## config.mk

```make
export PLATFORM = sky130hd
export DESIGN_NAME = i2cs_regfile
export DESIGN_NICKNAME = d
export VERILOG_FILES = /design/src/rtl/i2cs_regfile.sv
export SDC_FILE = /design/constraint.sdc
export NUM_CORES = 1
export LEC_CHECK = 0
export ABC_AREA = 1
export BUFFER_PORTS_ARGS = -buffer_cell sky130_fd_sc_hd__buf_4
export CORE_UTILIZATION = 67
export CTS_CLUSTER_SIZE = 12
export DETAILED_ROUTE_END_ITERATION = 10
export GPL_ROUTABILITY_DRIVEN = 0
export PLACE_DENSITY = 0.87
export SETUP_SLACK_MARGIN = 0.02
export SYNTH_ARGS = -nofsm -noshare
export SYNTH_HDL_FRONTEND = slang
export SYNTH_SLANG_ARGS = --single-unit
```

## constraint.sdc

```tcl
create_clock -name app_clk -period 5.27 [get_ports app_clk]
set_clock_uncertainty 0.05 [all_clocks]
set_input_delay 0.2635 -clock app_clk [delete_from_list [all_inputs] [get_ports app_clk]]
set_output_delay 0.2635 -clock app_clk [all_outputs]
set_load 0.01 [all_outputs]
```

## src/rtl/i2cs_regfile.sv

```systemverilog
// I2C slave with a byte register file reachable from both the I2C bus
// (EEPROM-style pointer) and the local register bus, plus a STATUS register.
module i2cs_regfile #(
  parameter int DEPTH    = 8,
  parameter int FILT_LEN = 3
) (
  input  logic       app_clk,
  input  logic       arst_n,
  input  logic       cfg_en,
  input  logic [6:0] cfg_slv_addr,
  input  logic       reg_cs,
  input  logic       reg_wr,
  input  logic [3:0] reg_addr,
  input  logic [7:0] reg_wdata,
  input  logic       reg_be,
  output logic [7:0] reg_rdata,
  output logic       reg_ack,
  input  logic       scl_pad_i,
  output logic       scl_pad_o,
  output logic       scl_padoen_o,
  input  logic       sda_pad_i,
  output logic       sda_pad_o,
  output logic       sda_padoen_o,
  output logic       i2cs_intr
);

  localparam int PW = (DEPTH > 1) ? $clog2(DEPTH) : 1;
  localparam int FW = $clog2(FILT_LEN + 1);

  typedef enum logic [2:0] {
    IDLE, ADDR, ADDR_ACK, WR_DATA,
    WR_ACK, RD_DATA, RD_ACK, WAIT_STOP
  } state_t;

  state_t          state;
  logic [1:0]      scl_sync, sda_sync;
  logic [FW-1:0]   scl_cnt, sda_cnt;
  logic            scl_f, sda_f, scl_d, sda_d;
  logic            scl_rise, scl_fall;
  logic            start_c, stop_c;
  logic [3:0]      bit_cnt;
  logic [7:0]      shreg;
  logic [PW-1:0]   ptr;
  logic            ptr_phase;
  logic            stored;
  logic            addr_match;
  logic            wr_done;
  logic [7:0]      rf [DEPTH];
  logic [7:0]      rd_byte;
  logic            i2c_we;
  logic            bus_acc, bus_wr, st_clr, wr_set;
  logic [PW-1:0]   bus_idx;
  logic [7:0]      status;
  logic [7:0]      rd_mux;

  assign scl_pad_o    = 1'b0;
  assign scl_padoen_o = 1'b1;
  assign sda_pad_o    = 1'b0;
  assign i2cs_intr    = wr_done;

  // two-flop synchronisers for the pad inputs
  always_ff @(posedge app_clk or negedge arst_n) begin
    if (!arst_n) begin
      scl_sync <= '0;
      sda_sync <= '0;
    end else begin
      scl_sync <= {scl_sync[0], scl_pad_i};
      sda_sync <= {sda_sync[0], sda_pad_i};
    end
  end

  // accept a new level only after FILT_LEN equal differing samples
  always_ff @(posedge app_clk or negedge arst_n) begin
    if (!arst_n) begin
      scl_f   <= 1'b1;
      sda_f   <= 1'b1;
      scl_cnt <= '0;
      sda_cnt <= '0;
    end else begin
      if (scl_sync[1] == scl_f) begin
        scl_cnt <= '0;
      end else if (scl_cnt == FW'(FILT_LEN - 1)) begin
        scl_f   <= scl_sync[1];
        scl_cnt <= '0;
      end else begin
        scl_cnt <= scl_cnt + 1'b1;
      end
      if (sda_sync[1] == sda_f) begin
        sda_cnt <= '0;
      end else if (sda_cnt == FW'(FILT_LEN - 1)) begin
        sda_f   <= sda_sync[1];
        sda_cnt <= '0;
      end else begin
        sda_cnt <= sda_cnt + 1'b1;
      end
    end
  end

  // previous filtered levels, tracking the filters' idle-high reset
  always_ff @(posedge app_clk or negedge arst_n) begin
    if (!arst_n) begin
      scl_d <= 1'b1;
      sda_d <= 1'b1;
    end else begin
      scl_d <= scl_f;
      sda_d <= sda_f;
    end
  end

  assign scl_rise = scl_f & ~scl_d;
  assign scl_fall = ~scl_f & scl_d;
  assign start_c  = cfg_en & scl_f & scl_d & sda_d & ~sda_f;
  assign stop_c   = cfg_en & scl_f & scl_d & ~sda_d & sda_f;
  assign rd_byte  = rf[ptr];

  assign i2c_we = cfg_en & ~start_c & ~stop_c
                & (state == WR_DATA) & scl_fall
                & (bit_cnt == 4'd8) & ~ptr_phase;

  // protocol FSM: bit counting, pointer, SDA drive
  always_ff @(posedge app_clk or negedge arst_n) begin
    if (!arst_n) begin
      state        <= IDLE;
      bit_cnt      <= '0;
      shreg        <= '0;
      ptr          <= '0;
      ptr_phase    <= 1'b0;
      stored       <= 1'b0;
      addr_match   <= 1'b0;
      sda_padoen_o <= 1'b1;
    end else if (!cfg_en) begin
      state        <= IDLE;
      sda_padoen_o <= 1'b1;
    end else if (stop_c) begin
      state        <= IDLE;
      sda_padoen_o <= 1'b1;
      stored       <= 1'b0;
    end else if (start_c) begin
      state        <= ADDR;
      bit_cnt      <= '0;
      addr_match   <= 1'b0;
      sda_padoen_o <= 1'b1;
    end else begin
      unique case (state)
        IDLE: ;
        ADDR: begin
          if (scl_rise && bit_cnt != 4'd8) begin
            shreg   <= {shreg[6:0], sda_f};
            bit_cnt <= bit_cnt + 1'b1;
          end else if (scl_fall && bit_cnt == 4'd8) begin
            if (shreg[7:1] == cfg_slv_addr) begin
              sda_padoen_o <= 1'b0;
              addr_match   <= 1'b1;
              state        <= ADDR_ACK;
            end else begin
              state <= WAIT_STOP;
            end
          end
        end
        ADDR_ACK: begin
          if (scl_fall) begin
            bit_cnt <= '0;
            if (!shreg[0]) begin
              ptr_phase    <= 1'b1;
              sda_padoen_o <= 1'b1;
              state        <= WR_DATA;
            end else begin
              shreg        <= rd_byte;
              sda_padoen_o <= rd_byte[7];
              state        <= RD_DATA;
            end
          end
        end
        WR_DATA: begin
          if (scl_rise && bit_cnt != 4'd8) begin
            shreg   <= {shreg[6:0], sda_f};
            bit_cnt <= bit_cnt + 1'b1;
          end else if (scl_fall && bit_cnt == 4'd8) begin
            if (ptr_phase) begin
              ptr       <= shreg[PW-1:0];
              ptr_phase <= 1'b0;
            end else begin
              ptr    <= ptr + 1'b1;
              stored <= 1'b1;
            end
            sda_padoen_o <= 1'b0;
            state        <= WR_ACK;
          end
        end
        WR_ACK: begin
          if (scl_fall) begin
            sda_padoen_o <= 1'b1;
            bit_cnt      <= '0;
            state        <= WR_DATA;
          end
        end
        RD_DATA: begin
          if (scl_rise && bit_cnt != 4'd8) begin
            bit_cnt <= bit_cnt + 1'b1;
          end else if (scl_fall) begin
            if (bit_cnt == 4'd8) begin
              sda_padoen_o <= 1'b1;
              state        <= RD_ACK;
            end else begin
              shreg        <= {shreg[6:0], 1'b0};
              sda_padoen_o <= shreg[6];
            end
          end
        end
        RD_ACK: begin
          if (scl_rise) begin
            if (sda_f) begin
              state <= WAIT_STOP;
            end else begin
              ptr <= ptr + 1'b1;
            end
          end else if (scl_fall) begin
            shreg        <= rd_byte;
            sda_padoen_o <= rd_byte[7];
            bit_cnt      <= '0;
            state        <= RD_DATA;
          end
        end
        WAIT_STOP: sda_padoen_o <= 1'b1;
        default:   state <= IDLE;
      endcase
    end
  end

  assign bus_acc = reg_cs & ~reg_ack;
  assign bus_idx = reg_addr[PW-1:0];
  assign bus_wr  = bus_acc & reg_wr & reg_be
                 & (reg_addr < 4'(DEPTH));
  assign st_clr  = bus_acc & reg_wr & reg_be
                 & (reg_addr == 4'h8) & reg_wdata[0];
  assign wr_set  = stop_c & stored;
  assign status  = {5'b0, addr_match,
                    (state != IDLE), wr_done};

  // register file; the I2C write is last so it wins a collision
  always_ff @(posedge app_clk or negedge arst_n) begin
    if (!arst_n) begin
      for (int i = 0; i < DEPTH; i++) rf[i] <= '0;
    end else begin
      if (bus_wr) rf[bus_idx] <= reg_wdata;
      if (i2c_we) rf[ptr] <= shreg;
    end
  end

  // wr_done flag: set has priority over write-1-to-clear
  always_ff @(posedge app_clk or negedge arst_n) begin
    if (!arst_n) begin
      wr_done <= 1'b0;
    end else if (wr_set) begin
      wr_done <= 1'b1;
    end else if (st_clr) begin
      wr_done <= 1'b0;
    end
  end

  // register-bus read decode
  always_comb begin
    rd_mux = '0;
    if (reg_addr < 4'(DEPTH)) begin
      rd_mux = rf[bus_idx];
    end else if (reg_addr == 4'h8) begin
      rd_mux = status;
    end
  end

  // one-cycle ack with registered read data
  always_ff @(posedge app_clk or negedge arst_n) begin
    if (!arst_n) begin
      reg_ack   <= 1'b0;
      reg_rdata <= '0;
    end else begin
      reg_ack <= bus_acc;
      if (bus_acc && !reg_wr) reg_rdata <= rd_mux;
    end
  end

endmodule
```

Yosys cells after proc, flatten, opt, wreduce, memory -nomap -nowiden:

Index checks and enable logic that the tools add are counted.

* logic and storage cells: 242
* input port bits: 27
* output and inout bits: 14
* register bits after elaboration: 108

* bitwise operators: 33
* equality and inequality tests: 50
* $add $sub $neg: 4
* muxes and demuxes: 91
* magnitude comparators: 5
* reduce and logical (&&, ||, !) cells: 31

Operator list (count)
* 64-bit bitwise mux: 2
* 64-bit two-way mux: 2
* 8-bit two-way mux: 15
* 3-bit two-way mux: 23
* 5-bit != test (second input constant): 11
* 8-bit binary-select mux with 3-bit select: 2
* 8-bit demux with 3-bit select: 2
* 12-bit AND reduction: 3
* 8-bit case mux with 4 select lines: 1
* 1-bit two-way mux: 31
* 2-bit != test (second input constant): 14
* 1-bit AND: 21
* 3-bit case mux with 6 select lines: 1
* 4-bit two-way mux: 4
* 8-bit AND reduction: 2
* 2-bit nonzero test: 8
* 3-bit equality test (second input constant): 4
* 6-bit != test (second input constant): 2
* 4-bit case mux with 3 select lines: 1
* 6-bit AND reduction: 2
* 11-bit AND reduction: 1
* 10-bit by 1-bit != test with 1-bit output (second input constant): 1
* 1-bit inverter: 10
* 9-bit by 1-bit != test with 1-bit output (second input constant): 1
* other kinds (30): 50

Depth between registers and ports, before layout:

* depth in word-level cells: 12
* mapped depth: 12

Worst setup path after synthesis:

No wires, ideal clock.

* path type: flip-flop to flip-flop
* start point: register bit_cnt[0]
* end point: register rf[61] in the netlist's numbering
* period minus slack after synthesis: 1.907 ns
* arrival: 1.730 ns
* library setup time: 0.127 ns
* cell stages (with the launch flop): 13
* path slack: 3.363 ns
* required time: 5.093 ns
* path through: dfrtp_1 > inv_1 > ha_1 > nand2_1 > nor2_1 > nand2_1 > nor2_1 > nand3_4 > clkinv_4 > nand3_4 > buf_6 > nand2_2 > o21ai_2

* cells in the longest elaborated chain, start to end: 4

Ends and longest elaborated chain
* from (decl): RTL line 41 `logic [3:0] bit_cnt;`
* from (signal assigned): RTL line 149 `bit_cnt <= bit_cnt + 1'b1;`
* from (signal assigned): RTL line 177 `bit_cnt <= bit_cnt + 1'b1;`
* from (signal assigned): RTL line 199 `bit_cnt <= bit_cnt + 1'b1;`
* 4-bit equality test: RTL line 118 `& (bit_cnt == 4'd8) & ~ptr_phase;`
* 1-bit AND (2 in a row): RTL line 118
* 64-bit two-way mux: RTL line 246 `if (i2c_we) rf[ptr] <= shreg;`
* to (signal, indexed assignment): RTL line 245 `if (bus_wr) rf[bus_idx] <= reg_wdata;`
* to (signal, indexed assignment): RTL line 246
* to (decl): RTL line 48 `logic [7:0] rf [DEPTH];`

No other way between the ends.
A chain may end at the register's enable or synchronous reset.

Final worst setup path:

* start point: register bit_cnt[0]
* end point: register rf[57] in the netlist's numbering

The elaborated chain is that of the path after synthesis.

==> metrics.md <==
| Metric | Value |
|---|---|
| Fin crit period | 2.31 ns |
| Post-synth cell types | 43 |
| CP Launch Type | flip-flop |
| Post-route setup slack | 2.96 ns |
| Total GRT Usage | 36.7% |
| Vias in the first global route | 5,887 |
| Routed Wire Length | 18,300 um |
| Avg Inst Size Synth | 7.23 um^2 |
| Worst-path maximum fanout | 16 |
| Area growth from synthesis to final layout | 6.80% |
| Worst Hold Slack | 0.0711 ns |
| Die Y | 103 um |
| Final Hold Fails | 0 |
| Cts bufs inserted | 9 |
| CP endpoint kind | flip-flop |
| Ys async rst share | 100% |
| Seq/Total Area, Yosys | 39.4% |
| Cells on worst reg2reg path | 11 |
| Ant diodes | 0 |
| Place WS | 2.91 ns |
| Synth area leaders | dfrtp_1 (37%), nand2_1 (14%), o21ai_0 (11%) |
| Share of the synthesized area in the top cell type | 37.5% |
| Max-slew headroom | 37.1% |
| Post-synth EDFFs | 0 |
| Lkg Pwr | 3.39 nW |
| DR iter-0 viols | 577 |
| Worst-skew pair later-pin latency | 0.39 ns |
| Clock sinks | 108 |
| H-tree Lvls | 3 |
| Die X | 103 um |
| First-pass GRT wire length | 29,300 um |
| Prevailing post-synth register cell | dfrtp_1 |
| Clk pwr share | 18.1% |
| Drt wl/cell | 16.6 um |
| DR vias/cell | 5.89 |
| WP data required | 5.49 ns |
| Post-Syn Area | 6880 um^2 |
| CTS tree | built |
| Combinational share of power | 43.6% |
| RSZ-0062 raised after global routing | false |
| Full die area | 10,700 um^2 |
| Effective utilization at floorplan | 69.7% |
| Critical path type | flip-flop to flip-flop |
| Root buf cell | clkbuf_8 |
| Reg clk slew, reported paths | 0.10 ns |
| Clock Tree Buf Depth | 2 |
| DP HPWL | 13,100 um |
| Final setup fails | 0 |
| Initial antenna violation count | 0 |
| Via count | 6,499 |
| Yosys warns | 0 |
| Fmax | 433 MHz |
| First-pass DRT Iterations | 7 |
| Commonest non-fill, non-tap cell in the layout | nand2_1 |
| Port bufs | 37 |
| Number of synthesized register bits | 108 |
| PwrDens | 421 nW/um^2 |
| Global route overflow | 0 |
| Worst hold stages | 3 |
| Largest area contributor in the synthesized netlist | dfrtp_1 |
| Maxcap violations | 0 |
| Pint | 0.00169 W |
| DR DRC count | 0 |
| Seq pwr share | 38.4% |
| Final nets | 995 |
| Largest net degree at the start of global routing | 60 |
| Gate Count Post-Synth | 951 |
| Fin area | 7340 um^2 |
| Peak supply drop | 187 uV |
| Switch Pwr | 0.00140 W |
| IO Count | 41 |
| Max Slew Vio Count | 0 |
| Sw Share | 45.2% |
| Worst hold path class | primary input to flip-flop |
| Slew @ Worst Pin | 0.943 ns |
| Tcrit/Tclk final | 43.8% |
| Status | finished clean |
| Std-Cell Core Area | 9860 um^2 |
| Util after Layout | 74.5% |
| Setup TNS | 0 ns |
| Area after DPL | 7110 um^2 |
| Layout cells sized above 1 | 13.6% |
| Final ANT Viol Nets | 0 |
| Rows | 36 |
| Most frequent cells in the layout | nand2_1 (257), o21ai_0 (146), dfrtp_1 (103) |
| WP data arrival | 2.53 ns |
[Yosys cell counts (12+ instances only)]
master,count
clkbuf_1,24
o211ai_1,22
inv_1,85
nor2_1,81
inv_2,12
nand2_1,257
o21ai_2,25
dfrtp_1,103
o21ai_0,146
o21ai_1,50
nand3_1,25
a21oi_1,13
[power by group through the flow]
stage / sequential [W] / clock (W) / combinational (W)
after detailed placement: 0.00119 / 0 / 0.00131
after global routing: 0.00121 / 0.000589 / 0.00151
final: 0.00119 / 0.000559 / 0.00135
after CTS: 0.00118 / 0.000555 / 0.00132
after global placement: 0.00119 / 0 / 0.00128
after floorplan: 0.00116 / 0 / 0.000987
[routing by layer]
metal | GRT usage [%] | share of wire (%) | vias to the layer above | wire, um
li1 | - | - | 3162 | -
met1 | 48.9 | 41 | 2922 | 7470
met2 | 58.0 | 46 | 344 | 8350
met3 | 5.38 | 9.2 | 71 | 1690
met4 | 20.2 | 4.5 | 0 | 827
met5 | 0 | 0 | - | 0
[registers in the layout, indices dropped and copies added (netlist names), 2 cells and up]
signal	cells
ptr	3
rf	64
scl_cnt	2
sda_cnt	2
reg_rdata	8
state	3
scl_sync	2
shreg	8
bit_cnt	4
sda_sync	2
[cell type report]
class	instances	area, um^2
multi-input combinational	704	3550
inverter	100	385
fill	816	2520
tap	133	166
sequential	108	2710
clock buffer	11	131
clock inverter	5	77.6
timing repair buffer	42	323
[worst max-delay path, stage by stage, from the launching register on]
cell,delay (ns)
dfrtp_1,0.42
inv_1,0.09
ha_1,0.18
nand2_1,0.06
nor2_1,0.23
nand2_1,0.20
nor2_1,0.21
nand3_4,0.10
clkinv_4,0.17
nand3_4,0.24
nand2_1,0.19
o21ai_2,0.06
[repair_timing]
item | 4_1_cts | 5_1_grt
hold endpoints to repair | 51 | 0
hold buffers | 3 | 0
buffers inserted | 0 | 0
resized for setup | 0 | 0
[path summary, 6_finish.rpt]
kind / slack (ns) / endpoint / start
max: 2.96 / rf[57] / bit_cnt[0]
min: 0.07 / reg_ack / reg_cs
max reg2reg: 2.96 / rf[57] / bit_cnt[0]
min reg2reg: 0.30 / sda_sync[1] / sda_sync[0]
max in group asynchronous: 3.60 / rf[58] / arst_n
min in group asynchronous: 0.38 / scl_sync[1] / arst_n
[cells by family (layout without fill, tap and decap cells)]
| group | Yosys count | after routing | share of synthesized area [%] |
|---|---|---|---|
| AOI/OAI and AO/OA | 275 | 275 | 22.7 |
| adders and majority gates | 3 | 3 | 0.546 |
| muxes | 2 | 2 | 0.291 |
| other | 2 | 3 | 0.109 |
| and+or+nand+nor | 414 | 414 | 27.0 |
| xor gates and xnor gates | 7 | 7 | 0.892 |
| DFF | 108 | 108 | 39.4 |
| buffers and inverters | 140 | 158 | 9.01 |
[metrics by stage]
stage	total power, W	cells
6_report	0.00309	1103
5_1_grt	0.00331	1103
4_1_cts	0.00306	1103
3_5_place_dp	0.00250	1084
3_3_place_gp	0.00247	1084
2_1_floorplan	0.00214	952
No activity file was read; power rests on OpenSTA's default activity.
